<file path="src/rtl/i2c_slave_regbank_pkg.sv">
// Shared defaults, constants and FSM encoding for the
// i2c slave register bank and its event FIFO.
package i2c_slave_regbank_pkg;

  localparam int DATA_W_DEF     = 32;
  localparam int ADDR_W_DEF     = 8;
  localparam int NUM_REGS_DEF   = 32;
  localparam int RO_BASE_DEF    = 24;
  localparam int FIFO_DEPTH_DEF = 4;

  localparam int RD_OOR_VALUE   = 0;

  typedef enum logic [1:0] {
    ST_IDLE,
    ST_CAPTURE,
    ST_COMMIT
  } wr_state_e;

endpackage

</file>
<file path="src/rtl/i2c_evt_fifo.sv">
// Synchronous first-word fall-through FIFO carrying
// {addr,data} write events; reports drops when full.
module i2c_evt_fifo #(
  parameter int W     = 40,
  parameter int DEPTH = 4
)(
  input  logic         clk,
  input  logic         reset,
  input  logic         push,
  input  logic [W-1:0] din,
  input  logic         pop,
  output logic [W-1:0] dout,
  output logic         valid,
  output logic         full,
  output logic         drop
);

  localparam int AW = $clog2(DEPTH);
  localparam logic [AW:0] FULL_CNT = (AW+1)'(DEPTH);

  logic [W-1:0]  mem_q [DEPTH];
  logic [W-1:0]  mem_d [DEPTH];
  logic [AW-1:0] wr_ptr_q, wr_ptr_d;
  logic [AW-1:0] rd_ptr_q, rd_ptr_d;
  logic [AW:0]   cnt_q, cnt_d;
  logic          empty, do_push, do_pop;

  always_comb begin
    empty   = (cnt_q == '0);
    full    = (cnt_q == FULL_CNT);
    do_pop  = pop && !empty;
    // a pop in the same cycle frees the slot being written
    do_push = push && (!full || do_pop);
    drop    = push && full && !do_pop;

    mem_d    = mem_q;
    wr_ptr_d = wr_ptr_q;
    rd_ptr_d = rd_ptr_q;
    if (do_push) begin
      mem_d[wr_ptr_q] = din;
      wr_ptr_d        = wr_ptr_q + AW'(1);
    end
    if (do_pop) begin
      rd_ptr_d = rd_ptr_q + AW'(1);
    end
    cnt_d = cnt_q + (AW+1)'(do_push)
                  - (AW+1)'(do_pop);
  end

  always_ff @(posedge clk or negedge reset) begin
    if (!reset) begin
      mem_q    <= '{default: '0};
      wr_ptr_q <= '0;
      rd_ptr_q <= '0;
      cnt_q    <= '0;
    end else begin
      mem_q    <= mem_d;
      wr_ptr_q <= wr_ptr_d;
      rd_ptr_q <= rd_ptr_d;
      cnt_q    <= cnt_d;
    end
  end

  assign valid = !empty;
  assign dout  = empty ? '0 : mem_q[rd_ptr_q];

endmodule

</file>
<file path="src/rtl/i2c_slave_regbank.sv">
// Register bank behind an i2c slave: I2C-writable low
// region, system-writable high region, write event queue.
module i2c_slave_regbank
  import i2c_slave_regbank_pkg::*;
#(
  parameter int DATA_W     = DATA_W_DEF,
  parameter int ADDR_W     = ADDR_W_DEF,
  parameter int NUM_REGS   = NUM_REGS_DEF,
  parameter int RO_BASE    = RO_BASE_DEF,
  parameter int FIFO_DEPTH = FIFO_DEPTH_DEF
)(
  input  logic              clk,
  input  logic              reset,
  input  logic              i2c_wr_en,
  input  logic [ADDR_W-1:0] i2c_reg_addr,
  input  logic [DATA_W-1:0] i2c_wr_data,
  output logic [DATA_W-1:0] i2c_rd_data,
  input  logic              sys_wr_en,
  input  logic [ADDR_W-1:0] sys_addr,
  input  logic [DATA_W-1:0] sys_wdata,
  output logic              evt_valid,
  input  logic              evt_ready,
  output logic [ADDR_W-1:0] evt_addr,
  output logic [DATA_W-1:0] evt_data,
  output logic              evt_overflow,
  input  logic              ovf_clear,
  output logic [15:0]       wr_count
);

  localparam int IW = $clog2(NUM_REGS);
  localparam logic [ADDR_W-1:0] RO_A = ADDR_W'(RO_BASE);
  localparam logic [ADDR_W-1:0] NR_A = ADDR_W'(NUM_REGS);

  logic [DATA_W-1:0] regs_q [NUM_REGS];
  logic [DATA_W-1:0] regs_d [NUM_REGS];
  wr_state_e         state_q, state_d;
  logic [DATA_W-1:0] rd_data_q, rd_data_d;
  logic [15:0]       wr_count_q, wr_count_d;
  logic              ovf_q, ovf_d;

  logic              i2c_acc, sys_acc, rd_hit;
  logic [IW-1:0]     i2c_idx, sys_idx;
  logic              fifo_drop, fifo_full;
  logic [ADDR_W+DATA_W-1:0] fifo_dout;

  assign i2c_idx = i2c_reg_addr[IW-1:0];
  assign sys_idx = sys_addr[IW-1:0];

  always_comb begin
    rd_hit  = (i2c_reg_addr < NR_A);
    // strobes are >= 2 cycles apart, so CAPTURE never sees one
    i2c_acc = i2c_wr_en
           && (i2c_reg_addr < RO_A)
           && rd_hit
           && (state_q != ST_CAPTURE);
    sys_acc = sys_wr_en
           && (sys_addr >= RO_A)
           && (sys_addr < NR_A);
  end

  always_comb begin
    state_d = state_q;
    unique case (state_q)
      ST_IDLE: begin
        if (i2c_wr_en) state_d = ST_CAPTURE;
      end
      ST_CAPTURE: begin
        state_d = ST_COMMIT;
      end
      ST_COMMIT: begin
        state_d = i2c_wr_en ? ST_CAPTURE : ST_IDLE;
      end
      default: begin
        state_d = ST_IDLE;
      end
    endcase
  end

  always_comb begin
    regs_d = regs_q;
    if (i2c_acc) regs_d[i2c_idx] = i2c_wr_data;
    if (sys_acc) regs_d[sys_idx] = sys_wdata;

    rd_data_d = rd_hit ? regs_q[i2c_idx]
                       : DATA_W'(RD_OOR_VALUE);
    wr_count_d = wr_count_q + 16'(i2c_acc);

    ovf_d = ovf_q;
    if (ovf_clear) ovf_d = 1'b0;
    if (fifo_drop) ovf_d = 1'b1;
  end

  always_ff @(posedge clk or negedge reset) begin
    if (!reset) begin
      state_q    <= ST_IDLE;
      regs_q     <= '{default: '0};
      rd_data_q  <= '0;
      wr_count_q <= '0;
      ovf_q      <= 1'b0;
    end else begin
      state_q    <= state_d;
      regs_q     <= regs_d;
      rd_data_q  <= rd_data_d;
      wr_count_q <= wr_count_d;
      ovf_q      <= ovf_d;
    end
  end

  i2c_evt_fifo #(
    .W     (ADDR_W + DATA_W),
    .DEPTH (FIFO_DEPTH)
  ) u_fifo (
    .clk   (clk),
    .reset (reset),
    .push  (i2c_acc),
    .din   ({i2c_reg_addr, i2c_wr_data}),
    .pop   (evt_ready),
    .dout  (fifo_dout),
    .valid (evt_valid),
    .full  (fifo_full),
    .drop  (fifo_drop)
  );

  assign evt_addr     = fifo_dout[ADDR_W+DATA_W-1:DATA_W];
  assign evt_data     = fifo_dout[DATA_W-1:0];
  assign i2c_rd_data  = rd_data_q;
  assign evt_overflow = ovf_q;
  assign wr_count     = wr_count_q;

endmodule

</file>
<file path="config.mk">
export PLATFORM = sky130hd
export DESIGN_NAME = i2c_slave_regbank
export DESIGN_NICKNAME = d
export VERILOG_FILES = /design/src/rtl/i2c_slave_regbank_pkg.sv /design/src/rtl/i2c_evt_fifo.sv /design/src/rtl/i2c_slave_regbank.sv
export SDC_FILE = /design/constraint.sdc
export NUM_CORES = 2
export LEC_CHECK = 0
export ABC_AREA = 1
export BUFFER_PORTS_ARGS = -buffer_cell sky130_fd_sc_hd__buf_2
export CORE_AREA = 2 2 364 366
export DETAILED_ROUTE_END_ITERATION = 12
export DIE_AREA = 0 0 366 368
export GPL_ROUTABILITY_DRIVEN = 0
export PLACE_DENSITY = 0.59
export SETUP_SLACK_MARGIN = 0.4
export SLEW_MARGIN = 20
export SYNTH_ARGS = -nofsm -noshare
export SYNTH_HDL_FRONTEND = slang
export SYNTH_HIERARCHICAL = 1
export SYNTH_SLANG_ARGS = --single-unit
</file>
<file path="constraint.sdc">
create_clock -name clk -period 3 [get_ports clk]
set_input_delay 0.9 -clock clk [delete_from_list [all_inputs] [get_ports clk]]
set_output_delay 0.9 -clock clk [all_outputs]
set_load 0.005 [all_outputs]
</file>
==> reports/results.md <==
| Metric | This run | Unit |
|---|---|---|
| Result of the run | finished, violations left | - |
| Violations in the final reports | setup timing | - |
| Clock latency at the later pin of the worst-skew pair | 810 | ps |
| Average instance area after synthesis | 7.628 | um2 |
| Worst min path class | in2reg | - |
| Die Outline Area | 0.1347 | mm2 |
| DRC violation count after routing | 0 | - |
| Rel. slew slack | 34.23 | % |
| M2 GR Usage | 47.34 | % |
| GR met1 Demand/Resource | 41.98 | % |
| Worst-path maximum fanout | 20 | - |
| Worst hold-check slack | 287.8 | ps |
| Detailed placer's ending HPWL | 123.9 | mm |
| Final Hold Violating Endpoints | 0 | - |
| Warnings, synthesis | 6 | - |
| Die extent in x | 366 | um |
| Die height | 368 | um |
| Power share of the combinational group | 17.1 | % |
| Setup crit start | u_fifo/rd_ptr_q[0]$_DFFE_PN0P_ | - |
| Placement row count | 133 | - |
| Worst Path Required | 2100 | ps |
| # H-tree levels | 4 | - |
| Layout cells sized above 1 | 11.63 | % |
| Overall via count from detail_route | 52070 | - |
| Final worst-path cycle share | 101.0 | % |
| Switching power | 12710 | uW |
| Setup slack at placement | 47.32 | ps |
| Total track usage | 29.96 | % |
| Final worst clock skew | 32.51 | ps |
| Pwr Density | 640.1 | mW/mm2 |
| Net count of the finished layout | 7883 | - |
| Startpoint types | flip-flop | - |
| Max Slew Vio Count | 0 | - |
| Antenna violations before repair | 7 | - |
| Worst supply voltage drop on vdd | 554.0 | uV |
| Endpoint of the most critical register-to-register path | regs_q[599]$_DFF_PN0_ | - |
| Fmax | 330.1 | MHz |
| Syn Inst Count | 7669 | - |
| Kind of end point of the critical path | primary output | - |
| Bufs on Longest Clock Path | 3 | - |
| Global routing usage on met3 | 5.276 | % |
| Count of maximum capacitance violations | 0 | - |
| Largest net degree at the start of global routing | 102 | - |
| Setup repair after global routing missed its margin | true | - |
| Port bufs | 175 | - |
| Global-route wire length before repair | 311.6 | mm |
| Growth of design area from synthesis to finish | 17.17 | % |
| 1st-iter DRT viols | 5559 | - |
| Clock-pin slew on the worst setup and hold paths | 50 | ps |
| Routed wire per std cell | 20.95 | um |
| Register-to-register setup slack | 700 | ps |
| Endpoints failing setup | 17 | - |
| Worst Reg-to-Reg Cells | 7 | - |
| I/O pin count | 176 | - |
| DR vias/cell | 5.394 | - |
| Total chip power | 43880 | uW |
| Design internal power | 31170 | uW |
| Number of sinks handled by clock tree synthesis | 1242 | - |
| Clock buffers created by TritonCTS | 142 | - |
| Worst setup endpoint | evt_addr[0] | - |
| Min cycle time layout | 3030 | ps |
| Cell area after technology mapping | 0.05850 | mm2 |
| Number of nets in the synthesized netlist | 7764 | - |
| GRT busiest layer | met2 | - |
| WP data arrival | 2130 | ps |
| Number of detailed-route iterations in the first pass | 8 | - |
| Worst setup path category | reg2out | - |
| Post-Route WL | 202.2 | mm |
| Sequential group share of total power | 42.3 | % |
| Starting density of the core | 44.73 | % |
| Core Footprint | 0.1308 | mm2 |
| FF-to-FF Start | state_q[1]$_DFFE_PN0P_ | - |
| Buffer cell driving the clock tree root | sky130_fd_sc_hd__clkbuf_16 | - |
| GR Overflow Total | 0 | - |
| Vias in the first global route | 49860 | - |
| CTS tree | yes | - |
| Relative contribution of the clock network to total power | 40.6 | % |
| Routed Antenna Nets | 0 | - |
| Switch share | 28.96 | % |
| Setup slack of the critical path after layout | -29.84 | ps |
| Leakage | 0.03555 | uW |
| Actual slew at the worst max-slew pin | 986.5 | ps |
## through the flow
stage               area (um2)  cells  utilization, %  TNS, ps
global placement         63090   9382           48.24        0
finish                   68540   9653           52.40   -185.3
CTS                      68250   9645           52.18    -1180
floorplan                58600   7669               -   -375.0
detailed placement       63090   9382           48.24        0
global route             68540   9651           52.40    -3085
## flip-flops by register name (all words and copies together), names as in the netlist
| name | flops |
|---|---|
| regs_q | 1024 |
| u_fifo/mem_q | 160 |
| i2c_rd_data | 32 |
| wr_count | 16 |
| u_fifo/cnt_q | 3 |
| state_q | 2 |
| u_fifo/rd_ptr_q | 2 |
| u_fifo/wr_ptr_q | 2 |
| evt_overflow | 1 |
## worst min path at each step
| stage | startpoint | to | depth (start not counted) |
|---|---|---|---|
| floorplan | state_q[1]$_DFFE_PN0P_ | state_q[1]$_DFFE_PN0P_ | 1 |
| global placement | state_q[0]$_DFFE_PN0P_ | state_q[0]$_DFFE_PN0P_ | 1 |
| detailed placement | state_q[0]$_DFFE_PN0P_ | state_q[0]$_DFFE_PN0P_ | 1 |
| CTS | ovf_clear | evt_overflow$_DFFE_PN0P_ | 2 |
| global route | ovf_clear | evt_overflow$_DFFE_PN0P_ | 2 |
| finish | ovf_clear | evt_overflow$_DFFE_PN0P_ | 2 |
## worst max-delay path, stage by stage, from the launching register on
cell	delay (ps)
sky130_fd_sc_hd__dfrtp_2	490
sky130_fd_sc_hd__clkinv_4	120
sky130_fd_sc_hd__buf_12	170
sky130_fd_sc_hd__nand2_1	60
sky130_fd_sc_hd__nand2_1	60
sky130_fd_sc_hd__nand2_1	60
sky130_fd_sc_hd__a21oi_2	210
sky130_fd_sc_hd__buf_2	160
## layout by cell type, fill, tap and decap left out, types with 37 or more instances in the layout
| cell | instances |
|---|---|
| sky130_fd_sc_hd__a31oi_1 | 83 |
| sky130_fd_sc_hd__clkbuf_8 | 37 |
| sky130_fd_sc_hd__nand3_1 | 172 |
| sky130_fd_sc_hd__buf_12 | 110 |
| sky130_fd_sc_hd__a21oi_1 | 174 |
| sky130_fd_sc_hd__nor2_1 | 251 |
| sky130_fd_sc_hd__nand2_1 | 3547 |
| sky130_fd_sc_hd__o21ai_0 | 595 |
| sky130_fd_sc_hd__o21ai_1 | 381 |
| sky130_fd_sc_hd__clkbuf_16 | 153 |
| sky130_fd_sc_hd__buf_4 | 246 |
| sky130_fd_sc_hd__buf_2 | 172 |
| sky130_fd_sc_hd__dfrtp_1 | 1240 |
| sky130_fd_sc_hd__inv_1 | 319 |
| sky130_fd_sc_hd__nand4_1 | 163 |
## power by group through the flow
stage	sequential, uW	combinational (uW)	clock, uW
after floorplan	18600	3720	0
after global placement	18800	6310	0
after detailed placement	18800	6400	0
after CTS	18500	7090	18100
after global routing	18700	8190	18800
final	18600	7510	17800
## layout make-up
type                    instances  area [um2]
fillers                     12670       62250
well taps                    1755        2196
flip-flops and latches       1242       31080
repair buffers                543        5264
multi-input cells            5525       23960
clock buffers                 212        4314
clock inverters                40       450.4
inverters                     334        1274
diodes                          2       5.005
## repair_timing
item / 4_1_cts / 5_1_grt
gates resized for setup: 68 / 59
buffers inserted: 3 / 1
pin swaps: 6 / 10
cloned: 7 / 5
hold endpoints to repair: 26 / 0
setup endpoints to repair: 41 / 45
hold buffers: 1 / 0
## routing by layer
layer  part of all wire [%]  vias to the layer above
li1                       -                    24560
met5                  0.021                        -
met4                    2.8                        6
met2                     46                     1875
met3                    7.2                      307
met1                     44                    25320
(Power assumes the default switching activity.)
